--- config.mk ---
export PLATFORM = sky130hd
export DESIGN_NAME = issue_queue_flat
export DESIGN_NICKNAME = d
export VERILOG_FILES = /design/src/rtl/issue_queue_pkg.sv /design/src/rtl/issue_queue_if.sv /design/src/rtl/issue_queue.sv /design/src/flat_wrapper.sv
export SDC_FILE = /design/constraint.sdc
export NUM_CORES = 1
export LEC_CHECK = 0
export CORE_AREA = 4 4 281 283
export CTS_CLUSTER_SIZE = 12
export DETAILED_ROUTE_END_ITERATION = 10
export DIE_AREA = 0 0 285 287
export PLACE_DENSITY = 0.56
export SLEW_MARGIN = 20
export SYNTH_ARGS = -nofsm -noshare
export SYNTH_HDL_FRONTEND = slang
export SYNTH_SLANG_ARGS = --single-unit
--- constraint.sdc ---
create_clock -name clk_i -period 28.7 [get_ports clk_i]
set_clock_uncertainty 0.05 [all_clocks]
set_input_delay 8.61 -clock clk_i [delete_from_list [all_inputs] [get_ports clk_i]]
set_output_delay 8.61 -clock clk_i [all_outputs]
set_load 0.005 [all_outputs]
--- src/rtl/issue_queue_pkg.sv ---
// Shared widths and the renamed-instruction record exchanged between rename and issue.
package issue_queue_pkg;

  localparam int unsigned NUM_PHYS_REG = 64;
  localparam int unsigned NUM_ARCH_REG = 32;
  localparam int unsigned WORD_SIZE_P = 32;
  localparam int unsigned PHYS_REG_ID_W = $clog2(NUM_PHYS_REG);

  typedef struct packed {
    logic [WORD_SIZE_P-1:0]   pc;
    logic [PHYS_REG_ID_W-1:0] source_1;
    logic [WORD_SIZE_P-1:0]   source2_imm;
    logic                     imm;
    logic                     w_v;
    logic [PHYS_REG_ID_W-1:0] dest_id;
    logic [5:0]               op;
  } renamed_instruction_t;

  localparam int unsigned RENAMED_INSTRUCTION_WIDTH = $bits(renamed_instruction_t);

endpackage

--- src/rtl/issue_queue_if.sv ---
// Rename-side, FU-side, writeback and flush signals of the issue queue.
interface issue_queue_if
  import issue_queue_pkg::*;
#(
    parameter int unsigned Depth = 8
) ();

    renamed_instruction_t         renamed_i;
    logic                         renamed_v_i;
    logic                         issue_rename_ready_o;
    renamed_instruction_t         issued_o;
    logic                         issued_v_o;
    logic                         fu_issue_ready_i;
    logic                         wb_v_i;
    logic [PHYS_REG_ID_W-1:0]     wb_preg_i;
    logic                         flush_i;
    logic [$clog2(Depth):0]       count_o;

    modport slave (
        input  renamed_i, renamed_v_i, fu_issue_ready_i, wb_v_i, wb_preg_i, flush_i,
        output issue_rename_ready_o, issued_o, issued_v_o, count_o
    );

    modport master (
        output renamed_i, renamed_v_i, fu_issue_ready_i, wb_v_i, wb_preg_i, flush_i,
        input  issue_rename_ready_o, issued_o, issued_v_o, count_o
    );

endinterface

--- src/rtl/issue_queue.sv ---
// In-order issue FIFO with a physical-register ready scoreboard; the head issues once
// its sources are written (same-cycle writeback bypass), and a flush empties everything.
module issue_queue
    import issue_queue_pkg::*;
#(
    parameter int unsigned Depth = 8
) (
    input logic          clk_i,
    input logic          reset_i,
    issue_queue_if.slave bus
);

    localparam int unsigned PtrW  = $clog2(Depth);
    localparam int unsigned CntW  = PtrW + 1;
    localparam int unsigned PregW = PHYS_REG_ID_W;
    localparam logic [NUM_PHYS_REG-1:0] SbReset =
        {{(NUM_PHYS_REG - NUM_ARCH_REG){1'b0}}, {NUM_ARCH_REG{1'b1}}};

    renamed_instruction_t    mem_q [Depth];
    logic [PtrW-1:0]         head_q, tail_q;
    logic [CntW-1:0]         count_q, count_d;
    logic [NUM_PHYS_REG-1:0] sb_q, sb_d;

    logic [PregW-1:0] src1, src2;
    logic             head_imm, src1_rdy, src2_rdy;
    logic             ready, issue_v, enq, deq;

    always_comb begin
        src1     = mem_q[head_q].source_1;
        src2     = mem_q[head_q].source2_imm[PregW-1:0];
        head_imm = mem_q[head_q].imm;
        src1_rdy = sb_q[src1] | (bus.wb_v_i && (bus.wb_preg_i == src1));
        src2_rdy = sb_q[src2] | (bus.wb_v_i && (bus.wb_preg_i == src2));
        // Ready looks only at occupancy and flush, never at renamed_v_i.
        ready    = (count_q < CntW'(Depth)) && !bus.flush_i;
        issue_v  = (count_q != '0) && !bus.flush_i && src1_rdy && (head_imm || src2_rdy);
        enq      = bus.renamed_v_i && ready;
        deq      = issue_v && bus.fu_issue_ready_i;
    end

    always_comb begin
        count_d = count_q;
        unique case ({enq, deq})
            2'b10:   count_d = count_q + 1'b1;
            2'b01:   count_d = count_q - 1'b1;
            default: count_d = count_q;
        endcase
    end

    // Writeback sets, a destination claim clears (wins on a tie), flush sets all.
    always_comb begin
        sb_d = sb_q;
        if (bus.wb_v_i) sb_d[bus.wb_preg_i] = 1'b1;
        if (enq && bus.renamed_i.w_v) sb_d[bus.renamed_i.dest_id] = 1'b0;
        if (bus.flush_i) sb_d = '1;
    end

    always_ff @(posedge clk_i or posedge reset_i) begin
        if (reset_i) begin
            head_q  <= '0;
            tail_q  <= '0;
            count_q <= '0;
            sb_q    <= SbReset;
        end else begin
            sb_q <= sb_d;
            if (bus.flush_i) begin
                head_q  <= '0;
                tail_q  <= '0;
                count_q <= '0;
            end else begin
                if (enq) tail_q <= tail_q + 1'b1;
                if (deq) head_q <= head_q + 1'b1;
                count_q <= count_d;
            end
        end
    end

    // Entry storage needs no reset; it is only read while count is non-zero.
    always_ff @(posedge clk_i) begin
        if (enq) mem_q[tail_q] <= bus.renamed_i;
    end

    assign bus.issue_rename_ready_o = ready;
    assign bus.issued_v_o           = issue_v;
    assign bus.issued_o             = mem_q[head_q];
    assign bus.count_o              = count_q;

endmodule

--- src/flat_wrapper.sv ---
// flat-port wrapper written by rule: the top's interface ports become plain ports
module issue_queue_flat import issue_queue_pkg::*;
#(
    parameter int unsigned Depth = 8
)
  (clk_i, reset_i, bus_renamed_i, bus_renamed_v_i, bus_fu_issue_ready_i, bus_wb_v_i, bus_wb_preg_i, bus_flush_i, bus_issue_rename_ready_o, bus_issued_o, bus_issued_v_o, bus_count_o);
  issue_queue_if #(.Depth(Depth)) bus_i ();
  input logic clk_i;
  input logic reset_i;
  input wire logic [$bits(bus_i.renamed_i)-1:0] bus_renamed_i;
  input wire logic [$bits(bus_i.renamed_v_i)-1:0] bus_renamed_v_i;
  input wire logic [$bits(bus_i.fu_issue_ready_i)-1:0] bus_fu_issue_ready_i;
  input wire logic [$bits(bus_i.wb_v_i)-1:0] bus_wb_v_i;
  input wire logic [$bits(bus_i.wb_preg_i)-1:0] bus_wb_preg_i;
  input wire logic [$bits(bus_i.flush_i)-1:0] bus_flush_i;
  output wire logic [$bits(bus_i.issue_rename_ready_o)-1:0] bus_issue_rename_ready_o;
  output wire logic [$bits(bus_i.issued_o)-1:0] bus_issued_o;
  output wire logic [$bits(bus_i.issued_v_o)-1:0] bus_issued_v_o;
  output wire logic [$bits(bus_i.count_o)-1:0] bus_count_o;
  assign bus_i.renamed_i = bus_renamed_i;
  assign bus_i.renamed_v_i = bus_renamed_v_i;
  assign bus_i.fu_issue_ready_i = bus_fu_issue_ready_i;
  assign bus_i.wb_v_i = bus_wb_v_i;
  assign bus_i.wb_preg_i = bus_wb_preg_i;
  assign bus_i.flush_i = bus_flush_i;
  assign bus_issue_rename_ready_o = bus_i.issue_rename_ready_o;
  assign bus_issued_o = bus_i.issued_o;
  assign bus_issued_v_o = bus_i.issued_v_o;
  assign bus_count_o = bus_i.count_o;
  issue_queue #(.Depth(Depth)) u_core (.clk_i(clk_i), .reset_i(reset_i), .bus(bus_i));
endmodule
==> metrics.md <==
| Metric | Value |
|---|---|
| Largest net degree at the start of global routing | `113` |
| Vias in the first global route | `17.48k` |
| Cell variety after synth | `77` |
| YS warnings | `0` |
| Hold endpoint | `u_core.sb_q[54]$_DFF_PP0_` |
| Area Overhead vs Synth | `17.63%` |
| Drt first pass iters | `6` |
| Mux contribution to synthesized area | `17.66%` |
| Synthesized area | `0.03108 mm^2` |
| Grt ovf | `0` |
| Simple-Gate Fraction of Synth Area | `4.553%` |
| Post-CTS resize count | `0` |
| Hold Path Stages | `2` |
| Syn avg cell area | `around 18 um^2` |
| CP startpoint kind | `input pin` |
| Post-synth ARST share | `about a tenth` |
| Core ar. | `0.07670 mm^2` |
| Most frequent cells in the layout | `edfxtp_1 (672), clkdlybuf4s50_1 (184), mux4_2 (171), a21oi_1 (97), clkbuf_16 (84)` |
| Layout Nets | `around 2.0k` |
| Max Freq | `49.90 MHz` |
| Clk sinks | `746` |
| Slew margin rel. | `a little under 30%` |
| Clock Root Buffer | `clkbuf_16` |
| DRC errors left | `0` |
| EDFF count, synth | `672` |
| # setup viols final | `0` |
| Setup TNS | `0 ns` |
| Status | `complete, no violations` |
| RSZ-0062 raised after global routing | `false` |
| DR WL/cell | `25.06 um` |
| Initial core utilization | `just over 40%` |
| Htree depth | `3` |
| R2r endpoint | `u_core.bus.count_o[3]$_DFFE_PP0P_` |
| Crit Path Max Fanout | `12` |
| Final Hold Viols | `0` |
| Post-DRT Antenna Nets | `0` |
| Total power | `2.353 mW` |
| Layout cells sized above 1 | `approximately a quarter` |
| Post-Synth XOR/XNOR Area | `less than 1%` |
| Number of antenna violations at the first check in global routing | `8` |
| Total track usage | `18.35%` |
| Power density cells | `64.35 mW/mm^2` |
| Post-CTS Setup Repair Bufs | `0` |
| Clk_lat worst skew | `0.62 ns` |
| Setup crit end kind | `output port` |
| Final slew viol count | `0` |
| Total number of vias | `between 15k and 20k` |
| Worst Path Class, Setup | `input pin to output port` |
| Sequential fraction of the synthesis area | `71.01%` |
| Synthesized-area fraction occupied by adder cells | `0.2254%` |
| Number of hold buffers added after CTS | `0` |
| Main combinational cell family by area after synthesis | `multiplexers` |
| #FFs+latches synth | `around 750` |
| WP data required | `20.04 ns` |
| Most common cell after layout, fill and taps aside | `edfxtp_1` |
| Initial drt markers | `between 1k and 1.5k` |
| CTS tree | `yes` |
| Post-Syn Instances | `1,689` |
| Row Count | `between 100 and 150` |
| Crit path DAT | `11.38 ns` |
| Worst Tran Pin Value | `1.062 ns` |
| Detailed Place HPWL | `approximately 43,000 um` |
| Die width | `285 um` |
| HP Class | `flop to flop` |
| Die ar. | `0.08180 mm^2` |
| Final period util | `69.83%` |
| Worst reg-to-reg setup slack | `23.22 ns` |
| Die Y | `~290 um` |
| First-pass GRT wire length | `112,800 um` |
| Compound-cell area share of the yosys netlist | `4.396%` |
| Drt total wl | `75,370 um` |
| Ports | `186` |
| Reg2reg start | `u_core.head_q[0]$_DFFE_PP0P_` |
| Post-synth net total | `1,790` |
| Post-layout min period | `20.04 ns` |
| Static Leak | `11.68 nW` |
| Most used DFF post-synth | `edfxtp_1` |
| Input/output buffers | `185` |
| RD Place Congestion | `0.8661` |
| Maximum clock path buffer count | `3` |
| Maximum vdd drop | `0.03640 mV` |
| Num CTS Buffers | `between 80 and 90` |
| Max cap viols | `0` |
| Mean number of vias per cell | `5.511` |
| HP Start | `u_core.sb_q[54]$_DFF_PP0_` |
| Reg2Reg Depth | `16` |
| Clock-pin slew on the worst setup and hold paths | `0.06 ns` |
logic make-up (layout without fill, tap and decap cells):
logic type / Yosys count / count (layout)
AO/OA/AOI/OAI: 213 / 213
XOR/XNOR: 15 / 15
adder cells (fa/ha/maj): 5 / 5
buffers and inverters: 113 / 386
flip-flops: 746 / 746
multiplexers: 324 / 324
other: 0 / 5
AND/OR/NAND/NOR: 273 / 273
per-stage QoR:
step / instances / utilization, % / hold WS [ns] / instance area [um^2] / worst slack [ns]
6_report: 3007 / 47.66 / 0.5003 / 36560 / 8.658
5_1_grt: 3004 / 47.65 / 0.5187 / 36550 / 8.526
4_1_cts: 3002 / 47.64 / 0.5023 / 36540 / 8.644
3_5_place_dp: 2859 / 44.47 / 0.4937 / 34110 / 8.658
3_3_place_gp: 2859 / 44.47 / 0.4773 / 34110 / 8.693
2_1_floorplan: 1689 / - / 0.4570 / 31080 / 10.11
critical path, cell delays in order:
cell and delay (ns):
clkdlybuf4s50_1 0.73, xnor2_1 0.19, nand3_1 0.13, o41ai_1 0.65, o31a_1 0.26, and3_1 0.27
clkdlybuf4s50_1 0.54
state kept, by name (all words and copies together), names as in the netlist:
register            cells
u_core.bus.count_o      4
u_core.tail_q           3
u_core.head_q           3
u_core.mem_q          672
u_core.sb_q            64
how the worst max path moves through the flow:
stage | from | end | slack, ns | depth (start not counted)
after detailed placement | bus_wb_preg_i[1] | bus_issued_v_o | 8.66 | 7
final | bus_wb_preg_i[1] | bus_issued_v_o | 8.66 | 7
after floorplan | bus_wb_preg_i[4] | bus_issued_v_o | 10.11 | 6
after CTS | bus_wb_preg_i[1] | bus_issued_v_o | 8.64 | 7
after global routing | bus_wb_preg_i[1] | bus_issued_v_o | 8.53 | 7
after global placement | bus_wb_preg_i[1] | bus_issued_v_o | 8.69 | 7
metal layers:
metal / global-route usage (%) / part of all wire, %
met1: 24.09 / 42
met2: 30.74 / 49
met3: 3.870 / 5.6
met4: 6.102 / 2.8
met5: 0 / 0.090
cell usage after synthesis (all sizes together) (3+ instances only):
cell / n / share of area, %
nor3: 21 / 0.37
nor2: 62 / 0.75
nand3: 47 / 0.76
and3: 6 / 0.12
inv: 24 / 0.29
a32oi: 3 / 0.085
a21oi: 97 / 1.6
or3b: 4 / 0.11
nand2b: 8 / 0.16
o21bai: 32 / 0.77
nand3b: 8 / 0.19
o31ai: 5 / 0.12
a222oi: 4 / 0.13
buf: 42 / 0.87
a31o: 3 / 0.085
mux2: 85 / 3.1
ha: 4 / 0.16
edfxtp: 672 / 65
o21ai: 28 / 0.48
mux4: 171 / 12
or2: 38 / 0.76
xnor2: 12 / 0.34
a211oi: 3 / 0.089
mux2i: 68 / 2.2
nor2b: 6 / 0.12
o32ai: 4 / 0.11
dfrtp: 42 / 3.4
nand4: 9 / 0.20
nand2: 44 / 0.53
a21o: 3 / 0.072
nor4: 8 / 0.16
nor3b: 8 / 0.21
dfstp: 32 / 2.7
a31oi: 6 / 0.14
xor2: 3 / 0.085
clkbuf: 47 / 0.57
cell type report:
type / count / area (um^2)
Fill cell: 6455 / 40140
Sequential cell: 746 / 22080
Multi-Input combinational cell: 830 / 8526
Clock buffer: 115 / 2228
Timing Repair Buffer: 219 / 2115
Tap cell: 1040 / 1301
Clock inverter: 28 / 203.9
Inverter: 24 / 90.09
Antenna cell: 5 / 12.51
report_power, final:
part	leakage, nW	total, mW	switching (mW)	internal (mW)
Sequential	6.82	1.21	0.00737	1.20
Combinational	3.67	0.183	0.0967	0.0860
Clock	1.19	0.958	0.407	0.551
(Power assumes the default switching activity.)
